## src/rtl/singleport_ram_arbiter.sv

```systemverilog
// ---------------------------------------------------------------------------
// singleport_ram_arbiter
//
// Purpose:
//   Shares one single-port RAM between two requesters (A and B) with a
//   round-robin arbiter. One command (read or write) is accepted per clock
//   and registered onto the RAM port. Reads are tracked through a tag
//   pipeline so that each requester gets its own read-data-valid strobe,
//   returned in grant order.
//
// Parameters:
//   data_width : RAM word width
//   ram_depth  : number of RAM words (address width = clog2(ram_depth))
//   rd_latency : cycles from the registered RAM command to ram_data_out
//                valid (1..4)
//
// Ports:
//   clock        in   system clock, rising edge
//   reset        in   synchronous, active-low reset
//   req_a/_b     in   command valid
//   we_a/_b      in   1 = write, 0 = read
//   addr_a/_b    in   command address
//   wdata_a/_b   in   write data
//   gnt_a/_b     out  command accepted this cycle (combinational)
//   rdata_a/_b   out  read data (shared RAM output bus)
//   rvalid_a/_b  out  read data valid strobe for that requester
//   ram_addr     out  RAM address
//   ram_data_in  out  RAM write data
//   ram_we       out  RAM write enable
//   ram_data_out in   RAM read data
//   busy         out  high while any read is in flight
// ---------------------------------------------------------------------------
module singleport_ram_arbiter #(
  parameter  int data_width = 16,
  parameter  int ram_depth  = 1024,
  parameter  int rd_latency = 1,
  localparam int addr_width = $clog2(ram_depth)
) (
  input  logic                  clock,
  input  logic                  reset,

  input  logic                  req_a,
  input  logic                  we_a,
  input  logic [addr_width-1:0] addr_a,
  input  logic [data_width-1:0] wdata_a,
  output logic                  gnt_a,
  output logic [data_width-1:0] rdata_a,
  output logic                  rvalid_a,

  input  logic                  req_b,
  input  logic                  we_b,
  input  logic [addr_width-1:0] addr_b,
  input  logic [data_width-1:0] wdata_b,
  output logic                  gnt_b,
  output logic [data_width-1:0] rdata_b,
  output logic                  rvalid_b,

  output logic [addr_width-1:0] ram_addr,
  output logic [data_width-1:0] ram_data_in,
  output logic                  ram_we,
  input  logic [data_width-1:0] ram_data_out,

  output logic                  busy
);

  // Priority pointer: names the side that wins when both request.
  typedef enum logic {
    PTR_A = 1'b0,
    PTR_B = 1'b1
  } side_t;

  side_t ptr;
  side_t ptr_next;

  // Winner's command, selected by the grant.
  logic                  any_gnt;
  logic                  sel_we;
  logic [addr_width-1:0] sel_addr;
  logic [data_width-1:0] sel_wdata;

  // Read command currently sitting in the RAM command register.
  logic cmd_rd;
  logic cmd_owner;

  // Tag pipeline: one {valid, owner} entry per cycle of RAM read latency.
  // Owner 0 = A, 1 = B.
  logic [rd_latency-1:0] tag_valid;
  logic [rd_latency-1:0] tag_owner;

  // Arbitration. Grants are held low during reset so that no requester
  // believes a transfer happened on a reset edge.
  always_comb begin
    gnt_a = 1'b0;
    gnt_b = 1'b0;
    if (reset) begin
      if (req_a && (!req_b || ptr == PTR_A)) begin
        gnt_a = 1'b1;
      end else if (req_b) begin
        gnt_b = 1'b1;
      end
    end
  end

  // After any grant, the side that lost (or did not ask) gets priority next.
  always_comb begin
    ptr_next = ptr;
    if (gnt_a) begin
      ptr_next = PTR_B;
    end else if (gnt_b) begin
      ptr_next = PTR_A;
    end
  end

  always_ff @(posedge clock) begin
    if (!reset) begin
      ptr <= PTR_A;
    end else begin
      ptr <= ptr_next;
    end
  end

  assign any_gnt   = gnt_a | gnt_b;
  assign sel_we    = gnt_b ? we_b    : we_a;
  assign sel_addr  = gnt_b ? addr_b  : addr_a;
  assign sel_wdata = gnt_b ? wdata_b : wdata_a;

  // RAM command register. Address and data hold when idle; only the
  // write enable and the pending-read flag drop so the RAM sees no
  // spurious command.
  always_ff @(posedge clock) begin
    if (!reset) begin
      ram_we      <= 1'b0;
      ram_addr    <= '0;
      ram_data_in <= '0;
      cmd_rd      <= 1'b0;
      cmd_owner   <= 1'b0;
    end else if (any_gnt) begin
      ram_we      <= sel_we;
      ram_addr    <= sel_addr;
      ram_data_in <= sel_wdata;
      cmd_rd      <= ~sel_we;
      cmd_owner   <= gnt_b;
    end else begin
      ram_we      <= 1'b0;
      cmd_rd      <= 1'b0;
    end
  end

  // The tag enters the pipeline on the same edge the RAM samples the
  // command, so it emerges exactly when the RAM data does. Reset drops
  // every in-flight tag so discarded reads never raise rvalid.
  always_ff @(posedge clock) begin
    if (!reset) begin
      tag_valid <= '0;
      tag_owner <= '0;
    end else begin
      tag_valid[0] <= cmd_rd;
      tag_owner[0] <= cmd_owner;
      for (int i = 1; i < rd_latency; i++) begin
        tag_valid[i] <= tag_valid[i-1];
        tag_owner[i] <= tag_owner[i-1];
      end
    end
  end

  assign rvalid_a = tag_valid[rd_latency-1] & ~tag_owner[rd_latency-1];
  assign rvalid_b = tag_valid[rd_latency-1] &  tag_owner[rd_latency-1];

  // Both requesters see the RAM output bus; rvalid says whose data it is.
  assign rdata_a = ram_data_out;
  assign rdata_b = ram_data_out;

  assign busy = cmd_rd | (|tag_valid);

endmodule

```

## config.mk

```make
export PLATFORM = sky130hd
export DESIGN_NAME = singleport_ram_arbiter
export DESIGN_NICKNAME = d
export VERILOG_FILES = /design/src/rtl/singleport_ram_arbiter.sv
export SDC_FILE = /design/constraint.sdc
export NUM_CORES = 1
export LEC_CHECK = 0
export BUFFER_PORTS_ARGS = -buffer_cell sky130_fd_sc_hd__buf_2
export CAP_MARGIN = 10
export CORE_MARGIN = 3
export CORE_UTILIZATION = 32
export DETAILED_ROUTE_END_ITERATION = 10
export HOLD_SLACK_MARGIN = 0.1
export SKIP_LAST_GASP = 1
export SYNTH_ARGS = -nofsm -noshare
export SYNTH_HDL_FRONTEND = slang
export SYNTH_SLANG_ARGS = --single-unit
```

## constraint.sdc

```tcl
create_clock -name clock -period 1.8 [get_ports clock]
set_input_delay 0.09 -clock clock [delete_from_list [all_inputs] [get_ports clock]]
set_output_delay 0.09 -clock clock [all_outputs]
set_load 0.05 [all_outputs]
```

==> results of run 1 <==
-- synth_stat cells (all sizes together) --
| master | count | area (sq um) |
|---|---|---|
| or2 | 1 | 6.26 |
| and3b | 1 | 8.76 |
| a21boi | 1 | 7.51 |
| buf | 45 | 352 |
| nor2 | 1 | 3.75 |
| o311ai | 26 | 561 |
| nor3b | 1 | 12.5 |
| dfxtp | 32 | 641 |
| clkbuf | 4 | 15.0 |
| nand2b | 2 | 12.5 |
| nand3 | 27 | 135 |
| o21ai | 1 | 5.00 |
| a21bo | 1 | 10.0 |
| nor2b | 3 | 18.8 |
| nand2 | 53 | 199 |
| and2 | 5 | 36.3 |
| a21oi | 3 | 15.0 |
-- worst max-delay path: cells and delay by family, from the launching register on --
| family | cells | cell delay (ns) |
|---|---|---|
| buffers and inverters | 1 | 0.57 |
| flip-flops | 1 | 0.35 |
| AO/OA/AOI/OAI | 1 | 0.19 |
| AND/OR/NAND/NOR | 2 | 0.51 |
-- per-stage QoR --
stage               total power (W)  area [sq um]  setup WS [ns]  hold WS, ns  std cells
floorplan                   0.00146          2040          0.463        0.242        207
global placement            0.00142          2300          0.505        0.181        330
detailed placement          0.00143          2300          0.474        0.181        330
CTS                         0.00203          2540         0.0781        0.100        353
global route                0.00212          2560        0.00369        0.108        355
finish                      0.00201          2560         0.0720        0.106        355
-- how the worst max path moves through the flow --
stage / end / from / depth (start not counted) / slack [ns]
3_3_place_gp: ram_data_in[2]$_SDFFE_PN0P_ / ptr$_SDFFE_PN0P_ / 4 / 0.51
6_report: ram_data_in[10]$_SDFFE_PN0P_ / ptr$_SDFFE_PN0P_ / 4 / 0.07
3_5_place_dp: ram_addr[3]$_SDFFE_PN0P_ / ptr$_SDFFE_PN0P_ / 4 / 0.47
5_1_grt: ram_data_in[8]$_SDFFE_PN0P_ / ptr$_SDFFE_PN0P_ / 5 / 0.004
2_1_floorplan: gnt_a / reset / 4 / 0.46
4_1_cts: ram_data_in[8]$_SDFFE_PN0P_ / ptr$_SDFFE_PN0P_ / 4 / 0.08
-- registers in the layout, indices dropped and copies added (netlist names) --
| signal | cells |
|---|---|
| tag_owner | 1 |
| ram_addr | 10 |
| tag_valid | 1 |
| cmd_rd | 1 |
| ram_we | 1 |
| cmd_owner | 1 |
| ptr | 1 |
| ram_data_in | 16 |
-- cell type report --
class | count | area share [%]
Clock buffer | 8 | 3.52
Multi-Input combinational cell | 126 | 40.9
Sequential cell | 32 | 25.0
Tap cell | 75 | 3.67
Timing Repair Buffer | 114 | 26.9
-- logic make-up after synthesis --
logic type / share of synthesized area [%]
DFF: 31.4
and+or+nand+nor: 21.2
buffers and inverters: 18.0
AOI/OAI and AO/OA: 29.3
-- power by group through the flow --
stage	clock [W]	combinational, W	sequential [W]
floorplan	0	0.000448	0.00101
global placement	0	0.000605	0.000816
detailed placement	0	0.000612	0.000817
CTS	0.000586	0.000644	0.000802
global route	0.000627	0.000679	0.000810
finish	0.000563	0.000643	0.000802
-- layer usage --
layer	up-vias	wire [um]	track usage, %
met3	12	389	4.23
li1	836	-	-
met2	55	2560	23.2
met1	788	2110	16.7
met5	-	0	0
met4	0	70	4.75
-- repair_timing --
| item | 4_1_cts | 5_1_grt |
|---|---|---|
| hold buffers | 15 | 2 |
| endpoints found under the hold margin | 9 | 2 |
| setup endpoints to repair | 0 | 1 |
| resized for setup | 0 | 1 |
==> impl_metrics.json, run 1 <==
{
  "status": "finished clean",
  "worstMarginPinSlew_ns": 0.363,
  "final-hold-violation-count": 0,
  "min_to": "ram_data_in[3]$_SDFFE_PN0P_",
  "cp_slowest_cell": "dlygate4sd3_1",
  "critPathMaxFanout": 16,
  "h-tree-depth": 2,
  "power.switching_w": 0.000695,
  "grt_antenna_before_repair": 0,
  "slew_headroom_pct": 75.8,
  "start_kind": "flop",
  "cts.clk_slew.worst_paths_ns": 0.07,
  "slew_violations": 0,
  "ys_seq_elements": 32,
  "holdCritPathClass": "in -> reg",
  "p_leak_nw": 1.13,
  "critPathCaptureType": "flop",
  "crit_type": "reg -> reg",
  "cts.sinks": 32,
  "worst_ep_required_time_ns": 1.97,
  "die_h_um": 85.8,
  "seqPwrFrac_pct": 39.9,
  "intPower_w": 0.00131,
  "grt_pass1_vias": 1661,
  "num_rows": 28,
  "yosysUniqueCellTypes": 24,
  "coreArea_sq_um": 6060,
  "setup_viol": 0,
  "avgSynthCellArea_sq_um": 9.85,
  "antenna_cells": 0,
  "min_period_ns": 1.73,
  "vias": 1691,
  "power.share.clock_pct": 28.0,
  "cts_tree": "done",
  "grt-ovfl-total": 0,
  "post-route-util_pct": 42.2,
  "p_sw_share_pct": 34.6,
  "max_stage_delay_ns": 0.57,
  "dpl.hpwl_mm": 3.44,
  "p_comb_share_pct": 32.0,
  "grt_use_total_pct": 13.8,
  "worstHoldPathCells": 3,
  "peakVddDrop_v": 0.000335,
  "place.gp.congestion": 0.697,
  "rsz0062_at_grt": "false",
  "ant_nets": 0,
  "fin_tns_setup_ns": 0,
  "routedWlPerCell_um": 14.4,
  "dieArea_sq_um": 7360,
  "r2r_start": "ptr$_SDFFE_PN0P_",
  "register_area_sq_um": 641,
  "root_buffer": "clkbuf_8",
  "cts_buffer_depth": 2,
  "syn_to_final_growth_pct": 25.5,
  "finalNetCount": 353,
  "layout.cells.most_common": "buf_2",
  "powerDensity_nw_per_um2": 785,
  "synth_warnings": 0,
  "drc": 0,
  "finalWirelength_mm": 5.13,
  "max_cap_violations": 0,
  "ioPinCount": 138,
  "most-common-layout-cells": "buf_2 (89), nand2_1 (53), dfxtp_1 (32)",
  "clock.fmax_mhz": 579,
  "grt_pass1_wl_mm": 7.99,
  "hp-start": "wdata_b[3]",
  "fill_cells": 636,
  "viasPerCell": 4.76,
  "synth_cells": 207,
  "period_share_pct": 96.0,
  "grt_max_degree": 34,
  "postCtsSetupBuffers": 0,
  "clock_latency_ns": 0.28,
  "syn-cell-area_sq_um": 2040,
  "reg2reg_to": "ram_data_in[10]$_SDFFE_PN0P_",
  "drive_gt1_share_pct": 45.7,
  "crit_arrival_ns": 1.90,
  "syn_nets": 281,
  "cp_cell_sequence": "nand2b_1 -> and2_4 -> o311ai_0 -> dlygate4sd3_1",
  "worst-r2r-cell-count": 4,
  "drt-pass1-iter-count": 4,
  "portBuffers": 89,
  "multi_input_area_sq_um": 1040,
  "drt_iter0_drc": 59,
  "synth-seq-area-share_pct": 31.4,
  "finClkSkew_ns": 0.00636,
  "fp.dieW_um": 85.8,
  "r2r_setup_slack_ns": 0.07,
  "initial_core_util_pct": 33.6,
  "numCtsBuffers": 5
}
No activity file was read; power rests on OpenSTA's default activity.
==> run 2: changes to the inputs <==
ABC_AREA = 0   (was unset)
CORE_ASPECT_RATIO = 0.7   (was unset)
CORE_UTILIZATION = 42   (was 32)
PLACE_DENSITY = 0.81   (was unset)
==> run 2 against run 1 <==
Register-to-register slack gained 0.02 ns. Global-route usage grew 2.8 points. First-iteration DRC count shrank 24%. Clock-buffer cell count is the same. Wire length shrank 8.4%. Via count grew 0.24%. Design area shrank 2.2%. Sequential share of layout area grew 0.55 points. Worst hold slack gained 0.0038 ns. Utilization grew 13 points. Final cell count shrank 6.5%. Largest power group unchanged.
==> impl_metrics.json, run 2 (synthesis gave the netlist of run 1 again) <==
{
  "status": "finished clean",
  "num_rows": 20,
  "hp-start": "addr_b[9]",
  "finClkSkew_ns": 0.000810,
  "ioPinCount": 138,
  "top_register": "ram_data_in",
  "final-hold-violation-count": 0,
  "stdcell_area_sq_um": 2500,
  "powerDensity_nw_per_um2": 797,
  "grt_pass1_wl_mm": 7.60,
  "dpl.hpwl_mm": 3.30,
  "crit_type": "reg -> reg",
  "h-tree-depth": 2,
  "cts_tree": "done",
  "routedWlPerCell_um": 14.1,
  "max_cap_violations": 0,
  "drt_iter0_drc": 45,
  "antenna_cells": 0,
  "critPathMaxFanout": 17,
  "period_share_pct": 95.1,
  "finalWirelength_mm": 4.69,
  "worstHoldPathCells": 3,
  "dieArea_sq_um": 5740,
  "slew_violations": 0,
  "postCtsSetupBuffers": 0,
  "rsz0062_at_grt": "false",
  "fin_tns_setup_ns": 0,
  "grt_use_total_pct": 16.6,
  "cts_buffer_depth": 2,
  "initial_core_util_pct": 45.3,
  "most-common-layout-cells": "buf_2 (89), nand2_1 (53), dfxtp_1 (32)",
  "r2r_start": "ptr$_SDFFE_PN0P_",
  "clock.fmax_mhz": 584,
  "drc": 0,
  "grt-ovfl-total": 0,
  "final_cells": 332,
  "cts-resized-gates": 0,
  "min_period_ns": 1.71,
  "start_kind": "flop",
  "viasPerCell": 5.11,
  "cts.clk_slew.worst_paths_ns": 0.06,
  "root_buffer": "clkbuf_8",
  "grt_antenna_before_repair": 0,
  "drt-pass1-iter-count": 4,
  "drive_gt1_share_pct": 46.2,
  "min_to": "ram_addr[9]$_SDFFE_PN0P_",
  "dpl_cell_area_sq_um": 2270,
  "numCtsBuffers": 5,
  "layout.cells.most_common": "buf_2",
  "slew_headroom_pct": 75.2,
  "portBuffers": 89,
  "vias": 1695,
  "peakVddDrop_v": 0.000402,
  "clock_latency_ns": 0.27,
  "fp.dieW_um": 89.3,
  "grt_pass1_vias": 1630,
  "reg.largest.list": "ram_data_in x16, ram_addr x10",
  "holdCritPathClass": "in -> reg",
  "grt_max_degree": 31,
  "critPathCaptureType": "flop",
  "reg2reg_to": "ram_data_in[12]$_SDFFE_PN0P_",
  "worst_ep_required_time_ns": 1.96,
  "place.gp.congestion": 0.708,
  "ant_nets": 0,
  "setup_viol": 0,
  "worst-r2r-cell-count": 4,
  "finalNetCount": 350,
  "dp_cells": 310,
  "coreArea_sq_um": 4500,
  "syn_to_final_growth_pct": 22.8,
  "cts.sinks": 32,
  "die_h_um": 64.3,
  "r2r_setup_slack_ns": 0.09,
  "crit_arrival_ns": 1.87,
  "worstMarginPinSlew_ns": 0.372,
  "largest_register_ffs": 16,
  "p_leak_nw": 1.11
}
run 2: worst max-delay path by stage:
stage                     start                      endpoint  slack [ns]  depth (start not counted)
2_1_floorplan             reset                         gnt_a        0.46                          4
3_3_place_gp              req_b   ram_data_in[2]$_SDFFE_PN0P_        0.50                          5
3_5_place_dp              req_b   ram_data_in[4]$_SDFFE_PN0P_        0.48                          5
4_1_cts        ptr$_SDFFE_PN0P_  ram_data_in[11]$_SDFFE_PN0P_        0.11                          4
5_1_grt        ptr$_SDFFE_PN0P_   ram_data_in[6]$_SDFFE_PN0P_        0.01                          4
6_report       ptr$_SDFFE_PN0P_  ram_data_in[12]$_SDFFE_PN0P_        0.09                          4
run 2: per-stage QoR:
| step | worst slack, ns | hold slack (ns) | utilization (%) | power (W) |
|---|---|---|---|---|
| 4_1_cts | 0.110 | 0.101 | 55.3 | 0.00202 |
| 3_5_place_dp | 0.478 | 0.180 | 50.4 | 0.00142 |
| 2_1_floorplan | 0.463 | 0.242 | - | 0.00146 |
| 6_report | 0.0888 | 0.110 | 55.6 | 0.00200 |
| 3_3_place_gp | 0.498 | 0.180 | 50.4 | 0.00142 |
| 5_1_grt | 0.0102 | 0.113 | 55.6 | 0.00210 |
run 2: layer usage:
metal | vias to the layer above | wire (um) | part of all wire, % | GRT usage [%]
met1 | 800 | 2100 | 45 | 21.2
met2 | 65 | 2250 | 48 | 27.2
li1 | 828 | - | - | -
met3 | 2 | 317 | 6.8 | 5.15
met5 | - | 0 | 0 | 0
met4 | 0 | 29 | 0.62 | 3.90
run 2: layout make-up:
cell class,count,area [sq um]
flip-flops and latches,32,641
clock buffers,8,90.1
repair buffers,111,658
fillers,414,2000
multi-input cells,126,1040
well taps,55,68.8
run 2: timing repair:
action,CTS,global route
hold endpoints to repair,9,1
hold buffers,13,1
endpoints found under the setup margin,0,0
run 2: where the power goes:
group	leakage (nW)	total (W)	internal (W)	switching, W
Combinational	0.802	0.000634	0.000224	0.000409
Sequential	0.266	0.000800	0.000771	0.0000285
Clock	0.0455	0.000562	0.000312	0.000250
run 2: critical path: stages (launching register included):
cell and delay, ns:
dfxtp_1 0.34, nand2b_1 0.12, and2_4 0.38, o311ai_1 0.16, dlygate4sd3_1 0.58
==> run 3: changes to the inputs <==
CORE_ASPECT_RATIO = 0.75   (was 0.7)
SETUP_SLACK_MARGIN = 0.1   (was unset)
==> run 3 against run 2 <==
Clock power hardly changed. Power increased by 1.8%. Worst setup slack better by 0.10 ns. Highest routed layer unchanged.
==> impl_metrics.json, run 3 (synthesis gave the netlist of run 1 again) <==
{
  "status": "finished clean",
  "start_kind": "flop",
  "vias": 1731,
  "place.gp.congestion": 0.711,
  "dp_cells": 313,
  "finClkSkew_ns": 0.00307,
  "reg.largest.list": "ram_data_in x16, ram_addr x10",
  "rsz0062_at_grt": "false",
  "crit_arrival_ns": 1.84,
  "setup_viol": 0,
  "largest_register_ffs": 16,
  "max_cap_violations": 0,
  "slew_violations": 0,
  "viasPerCell": 5.03,
  "cts.clk_slew.worst_paths_ns": 0.06,
  "holdCritPathClass": "in -> reg",
  "clock_latency_ns": 0.28,
  "fp.dieW_um": 86.4,
  "worst_ep_required_time_ns": 2.03,
  "dpl.hpwl_mm": 3.48,
  "peakVddDrop_v": 0.000411,
  "root_buffer": "clkbuf_8",
  "top_register": "ram_data_in",
  "drc": 0,
  "fin_tns_setup_ns": 0,
  "layout.cells.most_common": "buf_2",
  "worstMarginPinSlew_ns": 0.362,
  "ant_nets": 0,
  "drive_gt1_share_pct": 48.4,
  "cts_tree": "done",
  "initial_core_util_pct": 44.6,
  "drt-pass1-iter-count": 4,
  "p_leak_nw": 1.18,
  "finalWirelength_mm": 5.18,
  "grt-ovfl-total": 0,
  "num_rows": 21,
  "antenna_cells": 0,
  "critPathCaptureType": "flop",
  "routedWlPerCell_um": 15.0,
  "drt_iter0_drc": 74,
  "final-hold-violation-count": 0,
  "final_cells": 344,
  "slew_headroom_pct": 75.9,
  "numCtsBuffers": 5,
  "dieArea_sq_um": 5730,
  "grt_use_total_pct": 17.6,
  "coreArea_sq_um": 4570,
  "die_h_um": 66.3,
  "crit_type": "reg -> reg",
  "syn_to_final_growth_pct": 29.0,
  "grt_antenna_before_repair": 0,
  "critPathMaxFanout": 7,
  "most-common-layout-cells": "buf_2 (89), nand2_1 (53), dfxtp_1 (32)",
  "ioPinCount": 138,
  "finalNetCount": 360,
  "min_period_ns": 1.61,
  "grt_pass1_vias": 1741,
  "cts_buffer_depth": 2,
  "powerDensity_nw_per_um2": 772,
  "fill_cells": 421,
  "h-tree-depth": 2,
  "clock.fmax_mhz": 622,
  "cts.sinks": 32,
  "grt_max_degree": 31,
  "grt_pass1_wl_mm": 7.93,
  "portBuffers": 89,
  "period_share_pct": 89.3
}
==> run 3: cell types whose count changed in the layout (fill, tap and decap cells not counted), sizes merged <==
cell / change
dlygate4sd3: +3
buf: +6
and2: +1
==> run 3: path summary, 6_finish.rpt <==
path,startpoint,endpoint,slack (ns),depth (start not counted)
min,addr_b[9],ram_addr[9]$_SDFFE_PN0P_,0.11,3
max,ptr$_SDFFE_PN0P_,ram_data_in[6]$_SDFFE_PN0P_,0.19,4
max reg2reg,ptr$_SDFFE_PN0P_,ram_data_in[6]$_SDFFE_PN0P_,0.19,4
min reg2reg,cmd_rd$_SDFF_PN0_,tag_valid$_SDFF_PN0_,0.45,1
==> run 3: per-layer routing <==
metal | share of wire, % | track usage, % | vias to the layer above
li1 | - | - | 848
met3 | 7.3 | 4.73 | 11
met5 | 0 | 0 | -
met4 | 1.7 | 7.20 | 0
met1 | 41 | 20.6 | 796
met2 | 50 | 30.4 | 76
==> run 3: layout make-up <==
| type | count | area [sq um] | area share [%] |
|---|---|---|---|
| multi-input combinational | 127 | 1080 | 41.2 |
| timing repair buffer | 120 | 746 | 28.4 |
| sequential | 32 | 641 | 24.4 |
| clock buffer | 8 | 90.1 | 3.43 |
| tap | 57 | 71.3 | 2.71 |
==> run 3: critical path, cell delays in order (launching register included) <==
cell and delay, ns:
dfxtp_1 0.33, nand2b_4 0.17, and2_4 0.20, o311ai_1 0.29, dlygate4sd3_1 0.58
==> run 3: repair_timing <==
| item | 4_1_cts | 5_1_grt |
|---|---|---|
| setup buffers | 0 | 5 |
| resized for setup | 0 | 8 |
| setup endpoints to repair | 0 | 4 |
| hold buffers | 17 | 0 |
| endpoints found under the hold margin | 12 | 0 |
==> run 3: stage by stage <==
stage | area [sq um] | util, % | hold WS (ns) | worst slack [ns] | total power [W]
after global placement | 2280 | 49.9 | 0.181 | 0.547 | 0.00141
after detailed placement | 2280 | 49.9 | 0.181 | 0.485 | 0.00143
after CTS | 2540 | 55.6 | 0.100 | 0.146 | 0.00203
final | 2630 | 57.5 | 0.106 | 0.193 | 0.00203
after global routing | 2630 | 57.5 | 0.101 | 0.140 | 0.00214
after floorplan | 2040 | - | 0.242 | 0.463 | 0.00146
==> run 3: power by group <==
part           switching (W)  internal [W]
registers          0.0000313      0.000772
clock network       0.000252      0.000311
logic               0.000419      0.000246
